### src/rtl/multicycle_sequencer.sv
// Multi-cycle control FSM for the Mini-MIPS datapath: fetch, decode, execute, mul-wait, memory, commit.
// Latency: 4 cycles ALU/branch/jump, 5 cycles lw/sw, 4+MUL_LATENCY cycles mul/madd (zero-wait acks).
// Backpressure: FETCH holds imem_req until imem_ack and MEM holds dmem_req/dmem_we until dmem_ack; no timeout.
module multicycle_sequencer #(
    parameter int MUL_LATENCY = 3,
    parameter int CNT_W       = 32
) (
    input  logic             clk,
    input  logic             rst,
    input  logic [5:0]       opcode,
    input  logic [5:0]       funct,
    input  logic             branch_taken,
    input  logic             imem_ack,
    input  logic             dmem_ack,
    output logic             imem_req,
    output logic             ir_write,
    output logic             dmem_req,
    output logic             dmem_we,
    output logic             reg_write_en,
    output logic             fp_reg_write_en,
    output logic             pc_write,
    output logic [1:0]       pc_src,
    output logic [2:0]       state,
    output logic             halted,
    output logic             illegal_op,
    output logic [CNT_W-1:0] instr_count
);

    typedef enum logic [2:0] {
        S_FETCH   = 3'd0,
        S_DECODE  = 3'd1,
        S_EXEC    = 3'd2,
        S_MULWAIT = 3'd3,
        S_MEM     = 3'd4,
        S_COMMIT  = 3'd5,
        S_HALT    = 3'd6
    } state_t;

    localparam logic [5:0] OP_RTYPE = 6'b000000;
    localparam logic [5:0] OP_LW    = 6'b001001;
    localparam logic [5:0] OP_SW    = 6'b001010;
    localparam logic [5:0] OP_J     = 6'b010001;
    localparam logic [5:0] OP_JAL   = 6'b010010;
    localparam logic [5:0] OP_MFC1  = 6'b011000;
    localparam logic [5:0] OP_HALT  = 6'b111111;
    localparam logic [5:0] FN_JR    = 6'b001000;
    localparam logic [5:0] FN_MUL   = 6'b001100;
    localparam logic [5:0] FN_MADD  = 6'b001101;

    state_t           cur;
    logic [5:0]       op_q;
    logic [5:0]       fn_q;
    logic [3:0]       mul_cnt;
    logic [CNT_W-1:0] count_q;

    // Decode of the latched instruction; everything past DECODE works from these.
    logic op_legal, is_rtype, is_jr, is_mul, is_mem, is_sw, is_branch, is_jump;
    logic wr_int, wr_fp;

    always_comb begin
        op_legal  = (op_q <= 6'd18) || ((op_q >= 6'd24) && (op_q <= 6'd33));
        is_rtype  = (op_q == OP_RTYPE);
        is_jr     = is_rtype && (fn_q == FN_JR);
        is_mul    = is_rtype && ((fn_q == FN_MUL) || (fn_q == FN_MADD));
        is_sw     = (op_q == OP_SW);
        is_mem    = (op_q == OP_LW) || is_sw;
        is_branch = (op_q >= 6'd11) && (op_q <= 6'd16);
        is_jump   = (op_q == OP_J) || (op_q == OP_JAL);
        wr_int    = (is_rtype && !is_jr) || ((op_q >= 6'd1) && (op_q <= 6'd9))
                    || (op_q == OP_JAL) || (op_q == OP_MFC1);
        wr_fp     = (op_q == 6'd25) || (op_q == 6'd26) || (op_q == 6'd27) || (op_q == 6'd33);
    end

    always_ff @(posedge clk) begin
        if (!rst) begin
            cur     <= S_FETCH;
            op_q    <= '0;
            fn_q    <= '0;
            mul_cnt <= '0;
            count_q <= '0;
        end else begin
            case (cur)
                S_FETCH: begin
                    if (imem_ack) cur <= S_DECODE;
                end
                S_DECODE: begin
                    op_q <= opcode;
                    fn_q <= funct;
                    cur  <= (opcode == OP_HALT) ? S_HALT : S_EXEC;
                end
                S_EXEC: begin
                    if (op_legal && is_mul) begin
                        cur     <= S_MULWAIT;
                        mul_cnt <= 4'(MUL_LATENCY - 1);
                    end else if (op_legal && is_mem) begin
                        cur <= S_MEM;
                    end else begin
                        cur <= S_COMMIT;
                    end
                end
                S_MULWAIT: begin
                    if (mul_cnt == 4'd0) cur <= S_COMMIT;
                    else                 mul_cnt <= mul_cnt - 4'd1;
                end
                S_MEM: begin
                    if (dmem_ack) cur <= S_COMMIT;
                end
                S_COMMIT: begin
                    count_q <= count_q + CNT_W'(1);
                    cur     <= S_FETCH;
                end
                S_HALT:  cur <= S_HALT;
                default: cur <= S_FETCH;
            endcase
        end
    end

    // Outputs are gated by rst so a pending request drops in the same cycle reset is asserted.
    always_comb begin
        imem_req        = 1'b0;
        ir_write        = 1'b0;
        dmem_req        = 1'b0;
        dmem_we         = 1'b0;
        reg_write_en    = 1'b0;
        fp_reg_write_en = 1'b0;
        pc_write        = 1'b0;
        pc_src          = 2'd0;
        halted          = 1'b0;
        illegal_op      = 1'b0;
        state           = 3'd0;
        instr_count     = '0;
        if (rst) begin
            state       = cur;
            instr_count = count_q;
            case (cur)
                S_FETCH: begin
                    imem_req = 1'b1;
                    ir_write = imem_ack;
                end
                S_EXEC: illegal_op = !op_legal;
                S_MEM: begin
                    dmem_req = 1'b1;
                    dmem_we  = is_sw;
                end
                S_COMMIT: begin
                    pc_write        = 1'b1;
                    reg_write_en    = op_legal && wr_int;
                    fp_reg_write_en = op_legal && wr_fp;
                    if (op_legal && is_jr)                       pc_src = 2'd3;
                    else if (op_legal && is_jump)                pc_src = 2'd2;
                    else if (op_legal && is_branch && branch_taken) pc_src = 2'd1;
                end
                S_HALT:  halted = 1'b1;
                default: ;
            endcase
        end
    end

endmodule
### config.mk
export PLATFORM = sky130hd
export DESIGN_NAME = multicycle_sequencer
export DESIGN_NICKNAME = d
export VERILOG_FILES = /design/src/rtl/multicycle_sequencer.sv
export SDC_FILE = /design/constraint.sdc
export NUM_CORES = 1
export LEC_CHECK = 0
export BUFFER_PORTS_ARGS = -buffer_cell sky130_fd_sc_hd__buf_2
export CAP_MARGIN = 25
export CORE_ASPECT_RATIO = 0.9
export CORE_MARGIN = 2
export CORE_UTILIZATION = 54
export DETAILED_ROUTE_END_ITERATION = 8
export GPL_ROUTABILITY_DRIVEN = 0
export PLACE_DENSITY = 0.81
export REMOVE_ABC_BUFFERS = 1
export SKIP_LAST_GASP = 1
export SLEW_MARGIN = 20
export SYNTH_ARGS = -nofsm -noshare
export SYNTH_HDL_FRONTEND = slang
export SYNTH_SLANG_ARGS = --single-unit
export TNS_END_PERCENT = 50
### constraint.sdc
create_clock -name clk -period 2.6 [get_ports clk]
set_input_delay 0.26 -clock clk [delete_from_list [all_inputs] [get_ports clk]]
set_output_delay 0.26 -clock clk [all_outputs]
set_load 0.02 [all_outputs]
==> impl_metrics.xml <==
<?xml version="1.0" encoding="UTF-8"?>
<metrics>
  <group name="power_and_ir_drop">
    <metric name="totalPowerFinal" unit="mW">1.46</metric>
    <metric name="power.density" unit="nW/µm²">444</metric>
    <metric name="ir_drop" unit="V">0.000272</metric>
    <metric name="leakage_power_of_the_design" unit="nW">1.30</metric>
  </group>
  <group name="cts">
    <metric name="postCtsSetupBuffers" unit="">0</metric>
    <metric name="cts_made_buffers" unit="">5</metric>
    <metric name="clk_transition_reported_paths" unit="ps">90</metric>
    <metric name="cts-hold-fix-buffers" unit="">0</metric>
    <metric name="tritoncts_num_sinks" unit="">51</metric>
    <metric name="cts_max_level" unit="">2</metric>
    <metric name="cts_tree" unit="">done</metric>
    <metric name="clkLatencyLatePin" unit="ps">300</metric>
    <metric name="clk_path_buf_depth" unit="">2</metric>
    <metric name="clk_root_buffer_cell" unit="">clkbuf_8</metric>
    <metric name="cts_resized" unit="">0</metric>
  </group>
  <group name="floorplan">
    <metric name="i_o_pins" unit="">63</metric>
    <metric name="die_area" unit="µm²">5950</metric>
    <metric name="num_rows" unit="">25</metric>
    <metric name="dieWidth" unit="µm">81.1</metric>
    <metric name="core_region_area" unit="µm²">5190</metric>
    <metric name="effective_utilization_at_floorplan" unit="">0.557</metric>
    <metric name="fp.dieH" unit="µm">73.4</metric>
  </group>
  <group name="worst_setup_path">
    <metric name="cp_data_required_time" unit="ps">2830</metric>
    <metric name="worst-path-buf-inv" unit="">0</metric>
    <metric name="end_kind" unit="">flip-flop</metric>
    <metric name="critical_path.max_fanout" unit="">17</metric>
    <metric name="critical_path.most_common_cell" unit="">or4_1</metric>
    <metric name="critical_path.top_delay_family" unit="">simple AND/OR/NAND/NOR gates</metric>
    <metric name="worstSetupStartpoint" unit="">cur[0]</metric>
    <metric name="cp-start-kind" unit="">flip-flop</metric>
    <metric name="worst_path_largest_cell_delay" unit="ps">710</metric>
    <metric name="criticalPathCategory" unit="">reg -&gt; reg</metric>
    <metric name="regToRegStartpoint" unit="">cur[0]</metric>
    <metric name="critical_path.cell_chain" unit="">nand4b_1 &gt; or4_1 &gt; or4_1 &gt; a21oi_1</metric>
    <metric name="critPathSlowestCell" unit="">or4_1</metric>
    <metric name="worst-endpoint-arrival" unit="ps">2580</metric>
  </group>
  <group name="sta">
    <metric name="fin_setup_tns" unit="ps">0</metric>
    <metric name="worst_hold_slack" unit="ps">190</metric>
    <metric name="final-hold-violation-count" unit="">0</metric>
    <metric name="fmax" unit="GHz">0.426</metric>
    <metric name="final.period_utilization" unit="">0.903</metric>
    <metric name="slew-limit-headroom" unit="">0.602</metric>
    <metric name="rsz0062_at_grt" unit="">false</metric>
    <metric name="clock-skew-final" unit="ps">7.62</metric>
    <metric name="setup_viol" unit="">0</metric>
    <metric name="setup_slack" unit="ps">252</metric>
    <metric name="period_needed" unit="ps">2350</metric>
    <metric name="timing_worst_slew_pin_value" unit="ps">597</metric>
    <metric name="slew_violations" unit="">0</metric>
  </group>
  <group name="synthesis">
    <metric name="ys_top_cells_by_area" unit="">dfxtp_1 35%, and2_1 5.8%, nor2_1 5.7%</metric>
    <metric name="synth.largest_area_cell" unit="">dfxtp_1</metric>
    <metric name="ys_seq_area_frac" unit="">0.353</metric>
    <metric name="post_synthesis_cell_area" unit="µm²">2890</metric>
    <metric name="synth.ff_latch_count" unit="">51</metric>
    <metric name="synth-async-reset-ratio" unit="">0</metric>
    <metric name="synth_edf_count" unit="">0</metric>
    <metric name="yosysTopAreaCellShare" unit="">0.353</metric>
    <metric name="synth_area_per_cell" unit="µm²">8.10</metric>
    <metric name="yosys_most_used_dff" unit="">dfxtp_1</metric>
    <metric name="synthesis.yosys.warnings" unit="">0</metric>
    <metric name="syn_inst" unit="">357</metric>
    <metric name="synth.lib_cells_used.distinct" unit="">51</metric>
  </group>
  <group name="cells_and_area">
    <metric name="post-route-cell-area" unit="µm²">3280</metric>
    <metric name="drive_gt1_frac" unit="">0.220</metric>
    <metric name="syn2layout_area_growth" unit="%">13.5</metric>
    <metric name="number_of_antenna_cells_inserted" unit="">0</metric>
    <metric name="post_layout_nonfiller_instances" unit="">476</metric>
    <metric name="layout.nets" unit="">428</metric>
    <metric name="fin_util" unit="">0.632</metric>
    <metric name="layout.filler_cells" unit="">472</metric>
  </group>
  <group name="global_route">
    <metric name="grt_first_pass_wirelength" unit="mm">10.9</metric>
    <metric name="overflow" unit="">0</metric>
    <metric name="global_route_total_usage_across_every_layer" unit="">0.227</metric>
    <metric name="grt_pass1_vias" unit="">2517</metric>
    <metric name="grt_max_degree" unit="">59</metric>
    <metric name="grt_antenna_before_repair" unit="">0</metric>
  </group>
  <group name="min_path">
    <metric name="hold_class" unit="">in -&gt; reg</metric>
    <metric name="timing.hold.worst.start" unit="">funct[4]</metric>
  </group>
  <group name="placement">
    <metric name="placed_cells_incl_taps" unit="">469</metric>
    <metric name="post-place-ws" unit="ps">291</metric>
    <metric name="placedInstanceArea" unit="µm²">3190</metric>
    <metric name="buffer_ports.inserted" unit="">62</metric>
    <metric name="dp_hpwl" unit="mm">4.56</metric>
  </group>
  <group name="route">
    <metric name="route.detailed.wl_per_inst" unit="µm">13.6</metric>
    <metric name="detail_route.first_pass.iterations" unit="">4</metric>
    <metric name="detailedRoute.firstIterationViolations" unit="">153</metric>
    <metric name="postRouteAntennaNets" unit="">0</metric>
    <metric name="dr_total_vias" unit="">2747</metric>
    <metric name="drt-vias-per-instance" unit="">5.77</metric>
    <metric name="finalWirelength" unit="mm">6.48</metric>
    <metric name="drt_drc_violations_left" unit="">0</metric>
  </group>
  <group name="job">
    <metric name="reported_max_cap_violation_count" unit="">0</metric>
  </group>
  <group name="status">
    <metric name="run_status" unit="">complete, no violations</metric>
  </group>
</metrics>
[cell usage after synthesis (3+ instances only)]
cell,count
and2_1,27
inv_1,14
xnor2_1,8
nand4_1,13
o211ai_1,4
dfxtp_1,51
clkbuf_1,14
mux2_2,4
nor2_1,44
clkbuf_8,4
nand2b_1,4
mux2i_1,14
or4_1,15
nand4b_1,3
xor2_1,3
a21oi_1,28
o21ai_0,8
or3_1,4
nor3_1,19
nand2_1,17
o31ai_1,12
nand3_1,10
[cells in the final DEF, fill, tap and decap left out, types with 6 or more instances in the layout]
cell type,instances
buf_2,62
dfxtp_1,51
nor2_1,44
a21oi_1,28
and2_1,27
nor3_1,18
nand2_1,17
or4_1,15
inv_1,14
mux2i_1,14
nand4_1,13
o31ai_1,12
nand3_1,10
o21ai_0,8
xnor2_1,8
clkbuf_8,6
buf_4,6
[tightest hold or removal path: stages]
cell and delay (ps):
buf_2 80, mux2i_1 50, nor2_1 70
[kinds of logic (layout without fill, tap and decap cells)]
logic type,Yosys count,in the layout,synth area share
buffers and inverters,37,89,0.0671
and+or+nand+nor,176,176,0.341
muxes,18,18,0.0641
DFF,51,51,0.353
AOI/OAI and AO/OA,62,62,0.132
adders and majority gates,2,2,0.00866
xor gates and xnor gates,11,11,0.0333
[final timing paths]
path | endpoint | slack, ps | cells past startpoint
min | fn_q[4] | 190 | 3
max reg2reg | count_q[16] | 250 | 4
min reg2reg | count_q[31] | 500 | 2
max | count_q[16] | 250 | 4
[cell type report]
type                    instances  area [µm²]  share of cell area
multi-input cells             269        1680               0.512
flip-flops and latches         51        1020               0.311
repair buffers                 68         355               0.108
well taps                      67        83.8              0.0256
clock buffers                   6        82.6              0.0252
inverters                      14        52.6              0.0160
clock inverters                 1        5.00             0.00153
[layer usage]
metal | track usage | routed length, µm
met5 | 0 | 0
met4 | 0.0716 | 95
met3 | 0.0418 | 304
met2 | 0.378 | 3080
met1 | 0.299 | 3000
[power by group]
group	total (mW)	switching [mW]	leakage, nW	internal [mW]
Clock	0.457	0.248	0.0470	0.209
Combinational	0.169	0.0963	0.836	0.0724
Sequential	0.832	0.0333	0.412	0.799
[flip-flops by register name (all words and copies together), names as in the netlist]
register,count
op_q,6
count_q,32
cur,3
mul_cnt,4
fn_q,6
(Power assumes the default switching activity.)
